<file path="config.mk">
export PLATFORM = sky130hd
export DESIGN_NAME = keypad_event_fifo
export DESIGN_NICKNAME = d
export VERILOG_FILES = /design/src/rtl/keypad_event_fifo.sv
export SDC_FILE = /design/constraint.sdc
export NUM_CORES = 1
export LEC_CHECK = 0
export ABC_CLOCK_PERIOD_IN_PS = 21900
export CAP_MARGIN = 20
export CORE_UTILIZATION = 60
export DETAILED_ROUTE_END_ITERATION = 10
export PLACE_DENSITY = 0.88
export SETUP_SLACK_MARGIN = 0.4
export SYNTH_ARGS = -nofsm -noshare
export SYNTH_HDL_FRONTEND = slang
export SYNTH_SLANG_ARGS = --single-unit
</file>
<file path="constraint.sdc">
create_clock -name clk -period 21.9 [get_ports clk]
set_clock_uncertainty 0.15 [all_clocks]
set_input_delay 4.38 -clock clk [delete_from_list [all_inputs] [get_ports clk]]
set_output_delay 4.38 -clock clk [all_outputs]
set_load 0.005 [all_outputs]
</file>
<file path="src/rtl/keypad_event_fifo.sv">
// Keypad scanner for a 3x4 matrix: column scan, frame debounce, and a small
// FIFO of key events popped with keyAck.
module keypad_event_fifo #(
  parameter int unsigned SCAN_DIV     = 1000,
  parameter int unsigned DEBOUNCE_CNT = 4,
  parameter int unsigned FIFO_DEPTH   = 4
) (
  input  logic                          clk,
  input  logic                          rst,
  output logic [2:0]                    columnSel,
  input  logic [3:0]                    scanData,
  output logic [3:0]                    keyCode,
  output logic                          keyValid,
  input  logic                          keyAck,
  output logic [$clog2(FIFO_DEPTH):0]   fifoCount,
  output logic                          overflow
);

  localparam int unsigned TMR_W  = (SCAN_DIV > 2) ? $clog2(SCAN_DIV) : 1;
  localparam int unsigned CNT_W  = $clog2(DEBOUNCE_CNT + 1);
  localparam int unsigned PTR_W  = $clog2(FIFO_DEPTH);
  localparam int unsigned FCNT_W = PTR_W + 1;

  typedef enum logic [1:0] {
    S_IDLE,
    S_DEBOUNCE,
    S_PRESSED,
    S_RELEASE
  } state_t;

  logic [TMR_W-1:0]  tmr_q;
  logic [2:0]        col_q;
  logic [3:0]        slot0_q;
  logic [3:0]        slot1_q;
  logic              tick_c;
  logic              frame_ev_c;
  logic [11:0]       frame_c;
  logic [3:0]        ones_c;
  logic [3:0]        code_c;
  logic              none_c;
  logic              single_c;

  state_t            state_q, state_d;
  logic [3:0]        cand_q, cand_d;
  logic [CNT_W-1:0]  cnt_q, cnt_d;
  logic [CNT_W-1:0]  cnt_inc_c;
  logic              push_c;
  logic [3:0]        push_code_c;

  logic [3:0]        mem_q [FIFO_DEPTH];
  logic [PTR_W-1:0]  wr_ptr_q;
  logic [PTR_W-1:0]  rd_ptr_q;
  logic [FCNT_W-1:0] count_q;
  logic              overflow_q;
  logic              pop_c;
  logic              full_c;
  logic              wr_c;

  // Row r / column c to key code; row 3 holds '*', '0', '#'.
  function automatic logic [3:0] code_map(input int unsigned r, input int unsigned c);
    if (r < 3) begin
      return 4'(3 * r + c + 1);
    end
    case (c)
      0:       return 4'hA;
      1:       return 4'h0;
      default: return 4'hB;
    endcase
  endfunction

  assign tick_c     = (tmr_q == TMR_W'(SCAN_DIV - 1));
  assign frame_ev_c = tick_c && col_q[2];

  always_ff @(posedge clk or negedge rst) begin
    if (!rst) begin
      tmr_q   <= '0;
      col_q   <= 3'b001;
      slot0_q <= '0;
      slot1_q <= '0;
    end else if (tick_c) begin
      tmr_q <= '0;
      if (col_q[0]) slot0_q <= scanData;
      if (col_q[1]) slot1_q <= scanData;
      col_q <= {col_q[1:0], col_q[2]};
    end else begin
      tmr_q <= tmr_q + TMR_W'(1);
    end
  end

  // Column 2 is classified live, in the cycle it is sampled.
  assign frame_c = {scanData, slot1_q, slot0_q};

  always_comb begin
    ones_c = '0;
    code_c = '0;
    for (int unsigned c = 0; c < 3; c++) begin
      for (int unsigned r = 0; r < 4; r++) begin
        if (frame_c[c*4 + r]) begin
          ones_c = ones_c + 4'(1);
          code_c = code_map(r, c);
        end
      end
    end
  end

  assign none_c   = (ones_c == 4'd0);
  assign single_c = (ones_c == 4'd1);
  assign cnt_inc_c = cnt_q + CNT_W'(1);

  always_comb begin
    state_d     = state_q;
    cand_d      = cand_q;
    cnt_d       = cnt_q;
    push_c      = 1'b0;
    push_code_c = cand_q;
    if (frame_ev_c) begin
      case (state_q)
        S_IDLE: begin
          if (single_c) begin
            cand_d = code_c;
            cnt_d  = CNT_W'(1);
            if (DEBOUNCE_CNT == 1) begin
              push_c      = 1'b1;
              push_code_c = code_c;
              state_d     = S_PRESSED;
            end else begin
              state_d = S_DEBOUNCE;
            end
          end
        end
        S_DEBOUNCE: begin
          if (single_c && code_c == cand_q) begin
            cnt_d = cnt_inc_c;
            if (cnt_inc_c == CNT_W'(DEBOUNCE_CNT)) begin
              push_c  = 1'b1;
              state_d = S_PRESSED;
            end
          end else if (single_c) begin
            cand_d = code_c;
            cnt_d  = CNT_W'(1);
          end else begin
            state_d = S_IDLE;
          end
        end
        S_PRESSED: begin
          if (none_c) begin
            cnt_d   = CNT_W'(1);
            state_d = (DEBOUNCE_CNT == 1) ? S_IDLE : S_RELEASE;
          end
        end
        default: begin
          if (!none_c) begin
            state_d = S_PRESSED;
          end else begin
            cnt_d = cnt_inc_c;
            if (cnt_inc_c >= CNT_W'(DEBOUNCE_CNT)) state_d = S_IDLE;
          end
        end
      endcase
    end
  end

  always_ff @(posedge clk or negedge rst) begin
    if (!rst) begin
      state_q <= S_IDLE;
      cand_q  <= '0;
      cnt_q   <= '0;
    end else begin
      state_q <= state_d;
      cand_q  <= cand_d;
      cnt_q   <= cnt_d;
    end
  end

  // A pop frees a slot in the same edge, so a full FIFO still accepts a push.
  assign pop_c  = keyAck && (count_q != '0);
  assign full_c = (count_q == FCNT_W'(FIFO_DEPTH));
  assign wr_c   = push_c && (!full_c || pop_c);

  always_ff @(posedge clk or negedge rst) begin
    if (!rst) begin
      for (int i = 0; i < int'(FIFO_DEPTH); i++) mem_q[i] <= '0;
      wr_ptr_q   <= '0;
      rd_ptr_q   <= '0;
      count_q    <= '0;
      overflow_q <= 1'b0;
    end else begin
      if (wr_c) begin
        mem_q[wr_ptr_q] <= push_code_c;
        wr_ptr_q        <= wr_ptr_q + PTR_W'(1);
      end
      if (pop_c) rd_ptr_q <= rd_ptr_q + PTR_W'(1);
      case ({wr_c, pop_c})
        2'b10:   count_q <= count_q + FCNT_W'(1);
        2'b01:   count_q <= count_q - FCNT_W'(1);
        default: count_q <= count_q;
      endcase
      if (push_c && full_c && !pop_c) overflow_q <= 1'b1;
    end
  end

  assign columnSel = col_q;
  assign keyValid  = (count_q != '0);
  assign keyCode   = keyValid ? mem_q[rd_ptr_q] : 4'h0;
  assign fifoCount = count_q;
  assign overflow  = overflow_q;

endmodule

</file>
# After elaboration in Yosys (flattened, before gate mapping)
# Cells that the tools add are included.
# op_classes
n_reduce_logical,21
n_eq_ne,15
n_addsub,17
n_bitwise,2
magnitude_cmp,4
muxes,71
# ops
operator,count
4-bit two-way mux,35
"4-bit by 1-bit adder with 4-bit output, second input constant",11
2-bit two-way mux,9
16-bit bitwise mux,1
3-bit two-way mux,5
1-bit two-way mux,14
"10-bit by 1-bit adder with 10-bit output, second input constant",1
"10-bit equality test, second input constant",1
10-bit two-way mux,1
"3-bit greater-or-equal comparator, second input constant",3
3-bit case mux with 3 select lines,1
4-bit binary-select mux with 2-bit select,1
4-bit demux with 2-bit select,1
4-bit case mux with 2 select lines,1
1-bit logical AND,7
"3-bit by 1-bit adder with 3-bit output, second input constant",2
"3-bit equality test, second input constant",2
"2-bit inequality test, second input constant",3
"3-bit inequality test, second input constant",2
2-bit inverter with 3-bit output,2
2-bit case mux with 3 select lines,1
3-bit case mux with 2 select lines,1
3-bit AND reduction,2
6-bit AND reduction,1
15 further kinds,22
# word_totals
inputBits,7
wordCells,145
reg_bits,54
output_inout_bits,12

# Depth between registers and ports, before layout
# Gate-level depths: netlist of the first run.
# depth
word_depth,31
ltp_mapped,43
depth_no_buf,42

# Worst setup path after synthesis of the first run
# OpenSTA, ideal clock, no wires.
# synth_timing
path_type,input -> register
startpoint,input scanData[0]
endpoint,"register count_q[1], in the netlist fifoCount[1]"
path_stages,22
required_ps,21649
slack_ps,13374
setup_ps,101
path_buffers,2
t_arrival_ps,8275
path_cell_list,buf_1 > inv_1 > o211ai_1 > nand2_1 > ha_1 > nor2b_1 > a21oi_1 > ha_1 > nand2_1 > xor2_1 > xnor2_1 > xnor2_1 > nand4_1 > xnor3_1 > nor4b_4 > buf_2 > nor2_1 > fa_1 > nor2_1 > nand2_1 > o21ai_0 > nor4_1
# synth_between
elab_chain_len,15
elab_cells_between_ends,22
cone_classes,add/sub (3); eq/ne (4); mux (12); reduce/logical (3)
# synth_rtl
item,line,source
from (decl),11,"input logic [3:0] scanData,"
4-bit two-way mux,98,if (frame_c[c*4 + r]) begin
4-bit by 1-bit adder with 4-bit output,99,ones_c = ones_c + 4'(1);
4-bit two-way mux,98,
4-bit by 1-bit adder with 4-bit output,99,
4-bit two-way mux,98,
4-bit by 1-bit adder with 4-bit output,99,
4-bit two-way mux,98,
4-bit by 1-bit equality test with 1-bit output,107,assign single_c = (ones_c == 4'd1);
1-bit logical AND *,132,if (single_c && code_c == cand_q) begin
1-bit two-way mux *,132,
1-bit two-way mux *,117,case (state_q)
1-bit two-way mux *,116,if (frame_ev_c) begin
1-bit logical AND *,178,assign wr_c = push_c && (!full_c || pop_c);
2-bit by 1-bit equality test with 1-bit output / 2-bit equality test (equally long branches),193,"case ({wr_c, pop_c})"
3-bit case mux with 2 select lines / 2-bit nonzero test (equally long branches),n/a,
to (signal assigned),194,2'b10: count_q <= count_q + FCNT_W'(1);
to (signal assigned),195,2'b01: count_q <= count_q - FCNT_W'(1);
to (signal assigned),196,default: count_q <= count_q;
to (decl),53,logic [FCNT_W-1:0] count_q;
# Every way passes the cells marked *; elsewhere a longest branch is shown, timed or not.
# A chain may end at the register's enable or synchronous reset.

# Worst setup path in the final report of the first run
# Same ends and word-level chain as after synthesis.

==> results of run 1 <==
==> layer usage <==
| layer | share of wire (%) | vias up | wire [um] | GRT usage, % |
|---|---|---|---|---|
| met5 | 0 | - | 0 | 0 |
| met4 | 0.58 | 0 | 42 | 5.965 |
| met3 | 1.9 | 4 | 140 | 3.667 |
| met2 | 51 | 27 | 3655 | 40.99 |
| met1 | 47 | 1391 | 3370 | 32.14 |
| li1 | - | 1372 | - | - |
==> worst reg2reg max path: cells and delay by family, from the launching register on <==
| family | cells | cell delay (ns) |
|---|---|---|
| buffers and inverters | 1 | 0.06 |
| flip-flops | 1 | 0.43 |
| AND/OR/NAND/NOR | 16 | 2.47 |
| XOR/XNOR | 5 | 1.39 |
| adder cells (fa/ha/maj) | 10 | 3.19 |
| AO/OA/AOI/OAI | 6 | 0.74 |
| multiplexers | 1 | 0.28 |
==> path summary, 6_finish.rpt <==
kind / startpoint / endpoint / slack, ns / cells after the start
min in group asynchronous: rst / mem_q[13] / 4.03 / 2
min: tmr_q[0] / tmr_q[0] / 0.31 / 1
max in group asynchronous: rst / columnSel[1] / 17.12 / 2
min reg2reg: tmr_q[0] / tmr_q[0] / 0.31 / 1
max: scanData[0] / fifoCount[1] / 12.52 / 21
max reg2reg: slot0_q[0] / fifoCount[1] / 13.11 / 39
==> power breakdown <==
part / internal, mW / leakage [nW] / switching [mW]
Clock: 0.0215 / 0.0438 / 0.0308
Combinational: 0.0508 / 1.18 / 0.0530
Sequential: 0.104 / 0.684 / 0.0104
==> synthesized netlist by cell type (8+ instances only) <==
library cell,number
dfrtp_1,53
nand2_1,38
nor2_1,29
o21ai_0,24
ha_1,23
xnor2_1,21
inv_1,20
mux2_2,17
xor2_1,14
a21oi_1,12
clkbuf_1,10
nand3_1,9
mux2_4,8
nor3_1,8
==> area by class of cell <==
class / count / area (um2) / share of cell area [%]
multi-input cells: 295 / 2340 / 56.75
flip-flops and latches: 54 / 1353 / 32.81
repair buffers: 19 / 182.7 / 4.431
well taps: 75 / 93.84 / 2.276
inverters: 20 / 75.07 / 1.821
clock buffers: 5 / 68.82 / 1.669
clock inverters: 2 / 10.01 / 0.2428
==> registers in the layout, indices dropped and copies added, names as in the netlist, 3 cells and up <==
signal / count
cand_q: 4
columnSel: 3
fifoCount: 3
mem_q: 16
cnt_q: 3
tmr_q: 10
slot1_q: 4
slot0_q: 4
==> cell families (layout without fill, tap and decap cells) <==
group	after synthesis	in the layout	synth area share, %
compound gates	64	64	10.70
xor+xnor	43	43	12.36
fa+ha+maj	24	24	8.003
buf+inv	36	46	4.001
flops	54	54	35.17
mux	31	31	10.96
simple gates	133	133	18.80
==> metrics by stage <==
stage	instances	hold WS (ns)	cell area (um2)
floorplan	385	0.2829	3846
global placement	463	0.2991	4044
detailed placement	463	0.3012	4044
CTS	470	0.3179	4123
global route	470	0.3301	4123
finish	470	0.3147	4123
==> placed cells by master, fill, tap and decap left out, types with 5 or more instances in the layout <==
cell type / instances
dfrtp_1: 53
nand2_1: 38
nor2_1: 29
o21ai_0: 24
ha_1: 23
xnor2_1: 21
inv_1: 20
mux2_2: 17
clkdlybuf4s50_1: 17
xor2_1: 14
a21oi_1: 12
nand3_1: 9
nor3_1: 8
mux2_4: 8
and2_1: 6
and3_1: 5
clkbuf_8: 5
==> metrics.txt, run 1 <==
DRC viols=0; die width=82.07 um; Syn Nets=416; fin crit share=42.81%; root buffer cell=clkbuf_8; FMAX=106.7 MHz; Final setup viols=0; Die Footprint=between 0.006 and 0.007 mm2; register area share after synthesis=35.17%; VDD IR max=0.00004105 V; critical path's most frequent cell=nand2_1; hold buffers post-CTS=0; CTS max path bufs=2; Detail Route Antenna Nets=0; Post-synth ARST share=100.0%; num ports=19; Max stage delay cell, worst path=nor4b_4; Synth Register Bits=54; WL/cell=15.34 um; All-Layer GR Usage=24.11%; outcome=completed; input/output buffers=18; WS Path Type=primary input to flip-flop; Final Hold Vio Count=0; drt first-iter violations=196; ANT cells=0; Critical Path Fanout Max=18; clk_lat worst skew=0.31 ns; final setup margin=roughly 13 ns; Post-synth EDFFs=0; Worst Path Required=21.97 ns; # clock sinks=54; Ys Warns=0; vias=2,794; Initial Util=a little under two thirds; synth unique cells=between 60 and 70; CP bufs+invs=2; DRT Wirelength=7208 um; Startpoint Class=primary input; largest net degree at the start of global routing=55; first-pass GRT wire length=12,460 um; TritonRoute pass-1 iters=4; area growth from synthesis to layout=7.189%; Fillers=456; Core Footprint=0.006061 mm2; setup bufs post-CTS=0; Pwr Total=0.2703 mW; nets@finish=approximately 430; final core utilization=68.02%; initial antenna violation count=0; Syn Std Cell Area=0.003846 mm2; Worst Path Arrival=9.44 ns; gr ovfl total=0; type of the worst min-delay path=flip-flop to flip-flop; vias in the first global route=2,760; worst path cell trace=clkdlybuf4s50_1, inv_1, o211ai_1, nand2_1, ha_1, nor2b_1, a21oi_1, ha_1, nand2_1, xor2_1, xnor2_1, xnor2_1, nand4_1, xnor3_1, nor4b_4, nor2_1, fa_1, nor2_1, nand2_1, o21ai_0, nor4_1; Crit. End Element=flip-flop; ys flop type=dfrtp_1; CTS buffer count=5; TNS Setup=0 ns; CTS tree=yes; clock slew at reported path FFs=0.09 ns; Place WS=~12 ns; P per Cell Area=65.56 mW/mm2; unrepaired setup endpoints after global routing=no; routed vias/inst=approximately 6; relative slew slack=45.03%; H-tree depth=2; CP peak stage delay=approximately 0.78 ns; MaxCap Viol Count=0; Die Ht=82.07 um; RePlAce Congestion=0.8332; syn avg cell area=about 10 um2; Synth area leader=dfrtp_1; cts repair resizes=0; largest cells by area after synthesis=dfrtp_1 (34%), ha_1 (7.5%), mux2_2 (5.0%); worst slew pin tran=approximately 0.82 ns; share of cells above drive strength 1=13.67%; row count=28; post-DP HPWL=5381 um; Synth Instances=385; top-area cell type share of the netlist area=34.48%; Lkg Pwr=1.912 nW; Tmin final=9.376 ns; cell family with most CP delay=simple AND/OR/NAND/NOR gates; Slew Limit Fails=0
No activity file was read; power rests on OpenSTA's default activity.
==> run 2: changes to the inputs <==
--- a/config.mk
+++ b/config.mk
@@ -5,7 +5,7 @@
 export SDC_FILE = /design/constraint.sdc
 export NUM_CORES = 1
 export LEC_CHECK = 0
-export ABC_CLOCK_PERIOD_IN_PS = 21900
+export ABC_CLOCK_PERIOD_IN_PS = 9700
 export CAP_MARGIN = 20
 export CORE_UTILIZATION = 60
 export DETAILED_ROUTE_END_ITERATION = 10
==> constraint.sdc (replaced) <==
create_clock -name clk -period 9.7 [get_ports clk]
set_clock_uncertainty 0.15 [all_clocks]
set_input_delay 1.94 -clock clk [delete_from_list [all_inputs] [get_ports clk]]
set_output_delay 1.94 -clock clk [all_outputs]
set_load 0.005 [all_outputs]
==> metrics.txt, run 2 (synthesized netlist as in run 1, its figures left out) <==
vias in the first global route=2,840; WS Path Type=flip-flop to flip-flop; Detail Route Antenna Nets=0; Max stage delay cell, worst path=xnor3_1; post-route cell area=between 0.004 and 0.005 mm2; RePlAce Congestion=0.8752; routed vias/inst=roughly 6; TNS Setup=0 ns; H-tree depth=2; share of cells above drive strength 1=14.32%; Fillers=approximately 430; Hold Path Cell Cnt=1; Startpoint Class=flip-flop; gr ovfl total=0; # clock sinks=54; combinational power share=between 30% and 40%; die width=82.07 um; drt first-iter violations=141; setup bufs post-CTS=0; relative slew slack=between 50% and 60%; TritonRoute pass-1 iters=4; cts repair resizes=0; area growth from synthesis to layout=8.556%; first-pass GRT wire length=12,910 um; Critical Path Fanout Max=10; Core Footprint=0.006061 mm2; num ports=19; Sw Ratio=33.94%; Lkg Pwr=1.938 nW; MaxCap Viol Count=0; largest registers=mem_q: 16 flops, tmr_q: 10 flops; type of the worst min-delay path=flip-flop to flip-flop; ANT cells=0; most common cell after layout, fill and taps aside=dfrtp_1; critical path's most frequent cell=ha_1; Worst Path Arrival=approximately 8.6 ns; largest net degree at the start of global routing=55; P per Cell Area=155.4 mW/mm2; final core utilization=68.89%; clk_lat worst skew=0.31 ns; post-DP HPWL=between 5000 and 6000 um; Pwr Total=roughly 0.65 mW; CTS buffer count=5; Worst Path Required=9.74 ns; All-Layer GR Usage=25.06%; share of power burned in registers=39.8%; outcome=completed; FF-to-FF path depth=38; Crit. End Element=flip-flop; Switch Pwr=between 0.2 and 0.25 mW; FMAX=117.0 MHz; Initial Util=63.46%; unrepaired setup endpoints after global routing=no; VDD IR max=0.0001023 V; cell family with most CP delay=adder cells; vias=roughly 2,800; Final Hold Vio Count=0; Tmin final=8.547 ns; DP Area=between 0.004 and 0.005 mm2; initial antenna violation count=0; worst setup path start=slot0_q[0]; WL/cell=15.83 um; Int Power=0.4286 mW; WP depth=38; root buffer cell=clkbuf_8; DRT Wirelength=7489 um; most frequent cells in the layout=dfrtp_1 (53), nand2_1 (38), nor2_1 (29); CTS max path bufs=2; CTS tree=yes; power share of the clock group=about a quarter; hold wc startpoint=overflow; input/output buffers=18; worst r2r src=slot0_q[0]; worst slew pin tran=0.6677 ns; nets@finish=428; DRC viols=0; Final setup viols=0; row count=28; CP bufs+invs=3; Die Ht=82.07 um; max reg flops=16; CP peak stage delay=0.48 ns; clock slew at reported path FFs=0.11 ns; fin crit share=88.11%; Die Footprint=0.006735 mm2; largest reg by FF count=mem_q; hold buffers post-CTS=0; Slew Limit Fails=0
==> run 2: final timing paths <==
path                                     end  slack (ns)
worst max-delay path                mem_q[6]        1.15
worst min-delay path                overflow        0.32
worst max register to register      mem_q[6]        1.15
worst min register to register      overflow        0.32
max in group asynchronous       fifoCount[2]        7.36
min in group asynchronous           mem_q[3]        1.58
==> run 2: per-stage QoR <==
stage               std cells  hold WS (ns)  setup slack, ns
floorplan                 385        0.2829            1.904
global placement          463        0.2926            1.419
detailed placement        463        0.2976           0.9365
CTS                       471        0.3202           0.8462
global route              473        0.3555           0.5984
finish                    473        0.3179            1.153
==> run 2: area by class of cell <==
cell class | instances | area [um2] | area share, %
clock inverters | 3 | 47.55 | 1.139
repair buffers | 21 | 197.7 | 4.735
flip-flops and latches | 54 | 1353 | 32.39
well taps | 75 | 93.84 | 2.248
clock buffers | 5 | 68.82 | 1.648
inverters | 20 | 75.07 | 1.798
multi-input cells | 295 | 2340 | 56.04
==> run 2: power groups by stage <==
stage                     clock [mW]  combinational (mW)  sequential, mW
after detailed placement           0               0.230           0.262
after CTS                      0.160               0.235           0.258
after floorplan                    0               0.187           0.250
after global placement             0               0.222           0.261
final                          0.155               0.236           0.258
after global routing           0.166               0.263           0.261
==> run 2: routing by layer <==
metal | track usage (%) | part of all wire [%] | vias to the layer above | routed length (um)
li1 | - | - | 1378 | -
met1 | 32.35 | 44 | 1371 | 3296
met2 | 42.40 | 51 | 59 | 3826
met3 | 4.000 | 3.4 | 11 | 254
met4 | 8.947 | 1.5 | 0 | 112
met5 | 0 | 0 | - | 0
